## src/rtl/mem_port_arb.sv

```systemverilog
// mem_port_arb: shares one Avalon-style memory command port between a writer
// client (c0) and a reader client (c1). Grants are handed out in bursts of at
// most BURST_LEN accepted commands, with exactly one IDLE cycle between grants.
// A small tag FIFO remembers which client issued each outstanding read, so that
// returned data is steered to the right client in order.
// Optional build macro: MEM_ARB_PRIO0_EN (client 0 wins every arbitration).
module mem_port_arb #(
  parameter int ADDR_W    = 29,
  parameter int DATA_W    = 32,
  parameter int BURST_LEN = 8,
  parameter int TAG_DEPTH = 8
) (
  input  logic              clk,
  input  logic              reset,
  input  logic              c0_wr_req,
  input  logic              c0_rd_req,
  input  logic [ADDR_W-1:0] c0_addr,
  input  logic [DATA_W-1:0] c0_wr_data,
  output logic              c0_ack,
  output logic [DATA_W-1:0] c0_rd_data,
  output logic              c0_rd_valid,
  input  logic              c1_wr_req,
  input  logic              c1_rd_req,
  input  logic [ADDR_W-1:0] c1_addr,
  input  logic [DATA_W-1:0] c1_wr_data,
  output logic              c1_ack,
  output logic [DATA_W-1:0] c1_rd_data,
  output logic              c1_rd_valid,
  input  logic              avl_ready,
  output logic              avl_write_req,
  output logic              avl_read_req,
  output logic [ADDR_W-1:0] avl_addr,
  output logic [DATA_W-1:0] avl_wdata,
  input  logic [DATA_W-1:0] avl_rd_data,
  input  logic              avl_rd_valid,
  output logic [1:0]        grant,
  output logic              err
);

  localparam int              PTR_W   = $clog2(TAG_DEPTH);
  localparam logic [PTR_W:0]  FULL_C  = (PTR_W+1)'(TAG_DEPTH);
  localparam logic [7:0]      BURST_C = 8'(BURST_LEN);

  typedef enum logic [1:0] {
    IDLE = 2'd0,
    G0   = 2'd1,
    G1   = 2'd2
  } state_t;

  state_t             state_q;
  logic               last_q;
  logic [7:0]         cnt_q;
  logic [1:0]         grant_q;

  logic               tag_q [TAG_DEPTH];
  logic [PTR_W-1:0]   wptr_q;
  logic [PTR_W-1:0]   rptr_q;
  logic [PTR_W:0]     fill_q;
  logic               err_q;
  logic               rv0_q;
  logic               rv1_q;
  logic [DATA_W-1:0]  rd_data_q;

  logic               owner_s;
  logic               own_req_s;
  logic               wr_req_s;
  logic               rd_req_s;
  logic [ADDR_W-1:0]  addr_s;
  logic [DATA_W-1:0]  wdata_s;
  logic               full_s;
  logic               empty_s;
  logic               accept_s;
  logic               last_acc_s;
  logic               push_s;
  logic               pop_s;
  logic               req0_s;
  logic               req1_s;
  logic               pick0_s;
  logic               pick1_s;

  // Steer the owner's command onto the memory bus and decide the next owner.
  always_comb begin
    owner_s   = 1'b0;
    own_req_s = 1'b0;
    wr_req_s  = 1'b0;
    rd_req_s  = 1'b0;
    addr_s    = '0;
    wdata_s   = '0;
    full_s    = (fill_q == FULL_C);
    empty_s   = (fill_q == '0);
    req0_s    = c0_wr_req | c0_rd_req;
    req1_s    = c1_wr_req | c1_rd_req;
    case (state_q)
      G0: begin
        owner_s   = 1'b0;
        own_req_s = req0_s;
        wr_req_s  = c0_wr_req;
        rd_req_s  = c0_rd_req & ~c0_wr_req & ~full_s;
        addr_s    = c0_addr;
        wdata_s   = c0_wr_data;
      end
      G1: begin
        owner_s   = 1'b1;
        own_req_s = req1_s;
        wr_req_s  = c1_wr_req;
        rd_req_s  = c1_rd_req & ~c1_wr_req & ~full_s;
        addr_s    = c1_addr;
        wdata_s   = c1_wr_data;
      end
      default: begin
        owner_s   = 1'b0;
        own_req_s = 1'b0;
      end
    endcase
    accept_s   = avl_ready & (wr_req_s | rd_req_s);
    last_acc_s = accept_s & ((cnt_q + 8'd1) == BURST_C);
    push_s     = accept_s & rd_req_s;
    pop_s      = avl_rd_valid & ~empty_s;
`ifdef MEM_ARB_PRIO0_EN
    pick1_s    = req1_s & ~req0_s;
`else
    // With both requesting, the client that did not own the port last wins.
    pick1_s    = req1_s & (~req0_s | ~last_q);
`endif
    pick0_s    = req0_s & ~pick1_s;
  end

  assign avl_write_req = wr_req_s;
  assign avl_read_req  = rd_req_s;
  assign avl_addr      = addr_s;
  assign avl_wdata     = wdata_s;
  assign c0_ack        = accept_s & (state_q == G0);
  assign c1_ack        = accept_s & (state_q == G1);
  assign grant         = grant_q;
  assign err           = err_q;
  assign c0_rd_valid   = rv0_q;
  assign c1_rd_valid   = rv1_q;
  assign c0_rd_data    = rd_data_q;
  assign c1_rd_data    = rd_data_q;

  // Grant FSM: arbitration in IDLE, burst counting and release while granted.
  always_ff @(posedge clk) begin
    if (reset) begin
      state_q <= IDLE;
      grant_q <= 2'b00;
      last_q  <= 1'b1;
      cnt_q   <= 8'd0;
    end else begin
      case (state_q)
        IDLE: begin
          cnt_q <= 8'd0;
          if (pick0_s) begin
            state_q <= G0;
            grant_q <= 2'b01;
          end else if (pick1_s) begin
            state_q <= G1;
            grant_q <= 2'b10;
          end else begin
            state_q <= IDLE;
            grant_q <= 2'b00;
          end
        end
        G0, G1: begin
          if (!own_req_s || last_acc_s) begin
            state_q <= IDLE;
            grant_q <= 2'b00;
            last_q  <= owner_s;
            cnt_q   <= 8'd0;
          end else if (accept_s) begin
            cnt_q <= cnt_q + 8'd1;
          end else begin
            cnt_q <= cnt_q;
          end
        end
        default: begin
          state_q <= IDLE;
          grant_q <= 2'b00;
          cnt_q   <= 8'd0;
        end
      endcase
    end
  end

  // Read-owner tag FIFO and registered read-return steering.
  always_ff @(posedge clk) begin
    if (reset) begin
      wptr_q    <= '0;
      rptr_q    <= '0;
      fill_q    <= '0;
      err_q     <= 1'b0;
      rv0_q     <= 1'b0;
      rv1_q     <= 1'b0;
      rd_data_q <= '0;
    end else begin
      if (push_s) begin
        tag_q[wptr_q] <= owner_s;
        wptr_q        <= wptr_q + PTR_W'(1);
      end
      if (pop_s) begin
        rptr_q <= rptr_q + PTR_W'(1);
      end
      case ({push_s, pop_s})
        2'b10:   fill_q <= fill_q + (PTR_W+1)'(1);
        2'b01:   fill_q <= fill_q - (PTR_W+1)'(1);
        default: fill_q <= fill_q;
      endcase
      rv0_q <= pop_s & ~tag_q[rptr_q];
      rv1_q <= pop_s & tag_q[rptr_q];
      if (avl_rd_valid) begin
        rd_data_q <= avl_rd_data;
      end
      // Data with no matching outstanding read is an orphan; flag it for good.
      if (avl_rd_valid && empty_s) begin
        err_q <= 1'b1;
      end
    end
  end

endmodule

```

## config.mk

```make
export PLATFORM = sky130hd
export DESIGN_NAME = mem_port_arb
export DESIGN_NICKNAME = d
export VERILOG_FILES = /design/src/rtl/mem_port_arb.sv
export SDC_FILE = /design/constraint.sdc
export NUM_CORES = 1
export LEC_CHECK = 0
export BUFFER_PORTS_ARGS = -buffer_cell sky130_fd_sc_hd__buf_2
export CORE_AREA = 2 2 114 116
export CTS_BUF_LIST = sky130_fd_sc_hd__clkbuf_8
export DETAILED_ROUTE_END_ITERATION = 6
export DIE_AREA = 0 0 116 118
export PLACE_DENSITY = 0.74
export SLEW_MARGIN = 20
export SYNTH_ARGS = -nofsm -noshare
export SYNTH_HDL_FRONTEND = slang
export SYNTH_SLANG_ARGS = --single-unit
```

## constraint.sdc

```tcl
create_clock -name clk -period 8.4 [get_ports clk]
set_input_delay 1.26 -clock clk [delete_from_list [all_inputs] [get_ports clk]]
set_output_delay 1.26 -clock clk [all_outputs]
set_load 0.02 [all_outputs]
```

==> impl_metrics.py <==
metrics = {
    "yosys": {
        "yosys.area_share.xor_xnor": 0.0192,
        "synth_compound_area_frac": 0.170,
        "avgSynthCellArea_um2": 8.81,
        "synthMuxAreaShare": 0.104,
        "ys_warn_count": 0,
        "netlist_area_um2": 4100,
        "synthAdderAreaFrac": 0.0354,
        "synthFlopType": "dfxtp_1",
        "synth_top_cell_by_area": "dfxtp_1",
        "synth.yosys.seq_area_share": 0.347,
        "synth-async-reset-ratio": 0,
        "synth-simple-area-share": 0.224,
        "netlist_top_cells_count": "a22oi_1 (62), nor2b_1 (62), dfxtp_1 (59)",
        "synth_cells": 465,
        "ys_top_cells_by_area": "dfxtp_1 (29%), a22oi_1 (11%), nor2b_1 (9.5%)",
        "synth-edff-count": 8,
        "yosys.area.top_type_share": 0.288,
        "synth_top_family_by_area": "simple AND/OR/NAND/NOR gates",
        "yosys_register_bits": 67,
        "ys_types": 51,
        "synth_fp_nets": 638,
    },
    "timing": {
        "setup_tns_ns": 0,
        "skew_ns": 0.0109,
        "relSlewSlack": 0.330,
        "min_period_ns": 4.04,
        "finalHoldViolations": 0,
        "finalSetupViolations": 0,
        "tightest_slew_ns": 1.00,
        "max_clock_freq_mhz": 248,
        "slew_viol_final": 0,
        "rsz0062_at_grt": "false",
        "finalCritPeriodShare": 0.481,
    },
    "place": {
        "dpl.cell_count": 870,
        "dpl.hpwl_um": 9580,
        "place.gp.congestion": 0.800,
        "port_buffers": 295,
    },
    "setup_path": {
        "timing.rr.end": "fill_q[3]$_SDFFE_PP0P_",
        "worstPathRequired_ns": 7.14,
        "r2r_cells": 12,
        "critPathCapture": "c0_ack",
        "cp.depth": 8,
        "r2r_slack_ns": 5.16,
        "arrival_ns": 2.78,
        "path_buf_inv": 3,
        "cpMaxStageDelayCell": "ha_2",
        "crit_path_cell_trace": "inv_1 -> ha_2 -> buf_4 -> a22oi_1 -> nand3b_1 -> nand2_1 -> and2_1 -> buf_2",
        "cp_max_fo": 36,
        "criticalPathCategory": "reg2out",
        "rr_startpoint": "grant[1]$_SDFFE_PP0P_",
        "cp_top_family": "buffers and inverters",
        "end_kind": "output port",
        "critPathLaunchType": "flop",
        "startpoint": "grant[1]$_SDFFE_PP0P_",
        "slowest_delay_ns": 0.53,
    },
    "run": {
        "cap_violations": 0,
    },
    "drt": {
        "drt_wl_total_um": 12500,
        "wl_per_cell_um": 14.0,
        "drtIter0Drc": 157,
        "drc_errors": 0,
        "drtAntennaViolNets": 0,
        "firstDrtPassIters": 4,
        "vias": 4208,
        "routed_via_density": 4.74,
    },
    "global_route": {
        "grt.overflow.total": 0,
        "grt_max_degree": 68,
        "grt_usage": 0.176,
        "antenna_found_initial": 1,
        "grt_first_pass_wirelength_um": 18900,
        "grt_pass1_vias": 3897,
    },
    "power": {
        "vdd_drop_max_uv": 97.7,
        "p_per_area_nw_per_um2": 212,
        "switching_share": 0.404,
        "p_leak_nw": 2.74,
        "switchingPower_mw": 0.483,
        "intPower_mw": 0.712,
        "pwr-share-seq": 0.307,
        "p_clk_frac": 0.228,
        "combPwrFrac": 0.465,
    },
    "clocking": {
        "clk_latency_ns": 0.35,
        "cts_tree": "done",
        "clockBufferDepth": 2,
        "cts_root_buf": "clkbuf_8",
        "cts_hold_buf": 0,
        "cts_made_buffers": 9,
        "ctsResizeCount": 0,
        "htreeDepth": 3,
        "cts.clk_slew.worst_paths_ns": 0.08,
        "cts_setup_buffers": 0,
        "cts_sinks": 67,
    },
    "die": {
        "ioPinCount": 296,
        "coreArea_um2": 12400,
        "die_y_um": 118,
        "die_area_um2": 13700,
        "die-width_um": 116,
        "rows": 41,
        "start_util": 0.330,
    },
    "worst_hold_path": {
        "hold_path.class": "reg2reg",
    },
    "final_layout": {
        "drive_gt1_frac": 0.459,
        "areaGrowthSynthToFinish_pct": 37.6,
        "fin_cells": 887,
        "finalNetCount": 882,
    },
    "status": {
        "status": "completed",
    },
}
[worst min-delay path by stage]
| stage | startpoint | depth (start not counted) | end |
|---|---|---|---|
| 4_1_cts | err$_SDFFE_PP0P_ | 2 | err$_SDFFE_PP0P_ |
| 2_1_floorplan | rptr_q[1]$_SDFFE_PP0P_ | 2 | flop |
| 6_report | err$_SDFFE_PP0P_ | 2 | err$_SDFFE_PP0P_ |
| 3_5_place_dp | err$_SDFFE_PP0P_ | 2 | err$_SDFFE_PP0P_ |
| 3_3_place_gp | err$_SDFFE_PP0P_ | 2 | err$_SDFFE_PP0P_ |
| 5_1_grt | rptr_q[1]$_SDFFE_PP0P_ | 2 | flop |
[logic make-up after synthesis]
| kind of cell | Yosys count |
|---|---|
| muxes | 40 |
| DFF | 67 |
| AOI/OAI and AO/OA | 94 |
| buffers and inverters | 73 |
| adders and majority gates | 11 |
| xor gates and xnor gates | 9 |
| and+or+nand+nor | 171 |
[registers in the layout, indices dropped and copies added (netlist names), named ones only]
name and flops:
rptr_q 3, grant 2, c1_rd_valid 1, err 1, wptr_q 3, cnt_q 8, last_q 1, c0_rd_valid 1
fill_q 4, tag_q 8, c0_rd_data 32
[power by group through the flow]
stage / Sequential [mW] / Clock, mW / Combinational (mW)
6_report: 0.367 / 0.272 / 0.556
5_1_grt: 0.372 / 0.297 / 0.609
4_1_cts: 0.367 / 0.285 / 0.563
3_5_place_dp: 0.375 / 0 / 0.560
3_3_place_gp: 0.374 / 0 / 0.558
2_1_floorplan: 0.389 / 0 / 0.387
[area by class of cell]
cell class / count / area (µm²)
clock inverter: 7 / 75.1
multi-input combinational: 325 / 2270
sequential: 67 / 1420
antenna: 1 / 2.50
tap: 172 / 215
inverter: 8 / 30.0
timing repair buffer: 298 / 1500
fill: 1276 / 6780
clock buffer: 9 / 124
[stage by stage]
stage	power (mW)	cell area, µm²	util	setup slack (ns)	hold WS [ns]
6_report	1.19	5640	0.454	4.36	0.469
5_1_grt	1.28	5640	0.454	4.13	0.507
4_1_cts	1.22	5630	0.454	4.34	0.478
3_5_place_dp	0.934	5440	0.438	4.41	0.458
3_3_place_gp	0.932	5440	0.438	4.44	0.447
2_1_floorplan	0.776	4100	-	5.15	0.454
[per-layer routing]
layer / up-vias / routed length (µm) / track usage / part of all wire
li1: 2088 / - / - / -
met1: 1898 / 4880 / 0.194 / 0.39
met2: 203 / 6030 / 0.300 / 0.48
met3: 19 / 1260 / 0.0675 / 0.10
met4: 0 / 275 / 0.0685 / 0.022
met5: - / 0 / 0 / 0
[cell usage in the layout (no fill, tap or decap), types with 6 or more instances in the layout]
cell type  Yosys  layout
a21oi_1       10      10
nand3_1        8       8
a22oi_1       62      62
nor2_1        55      55
inv_1          8       8
dfxtp_1       59      59
ha_1          10       8
buf_2          4     295
o21ai_0        6       6
nand2_1       16      16
clkbuf_8       0       9
edfxtp_1       8       8
nor2b_1       62      62
mux2i_1       37      37
[worst register-to-register path: stages, from the launching register on]
cell	delay, ns
dfxtp_1	0.40
inv_1	0.09
ha_1	0.27
buf_4	0.42
and2_1	0.23
o211ai_2	0.24
ha_1	0.34
ha_1	0.28
a21o_1	0.18
a21oi_1	0.17
xnor2_1	0.09
or3_1	0.30
a21oi_1	0.14
No activity file was read; power rests on OpenSTA's default activity.
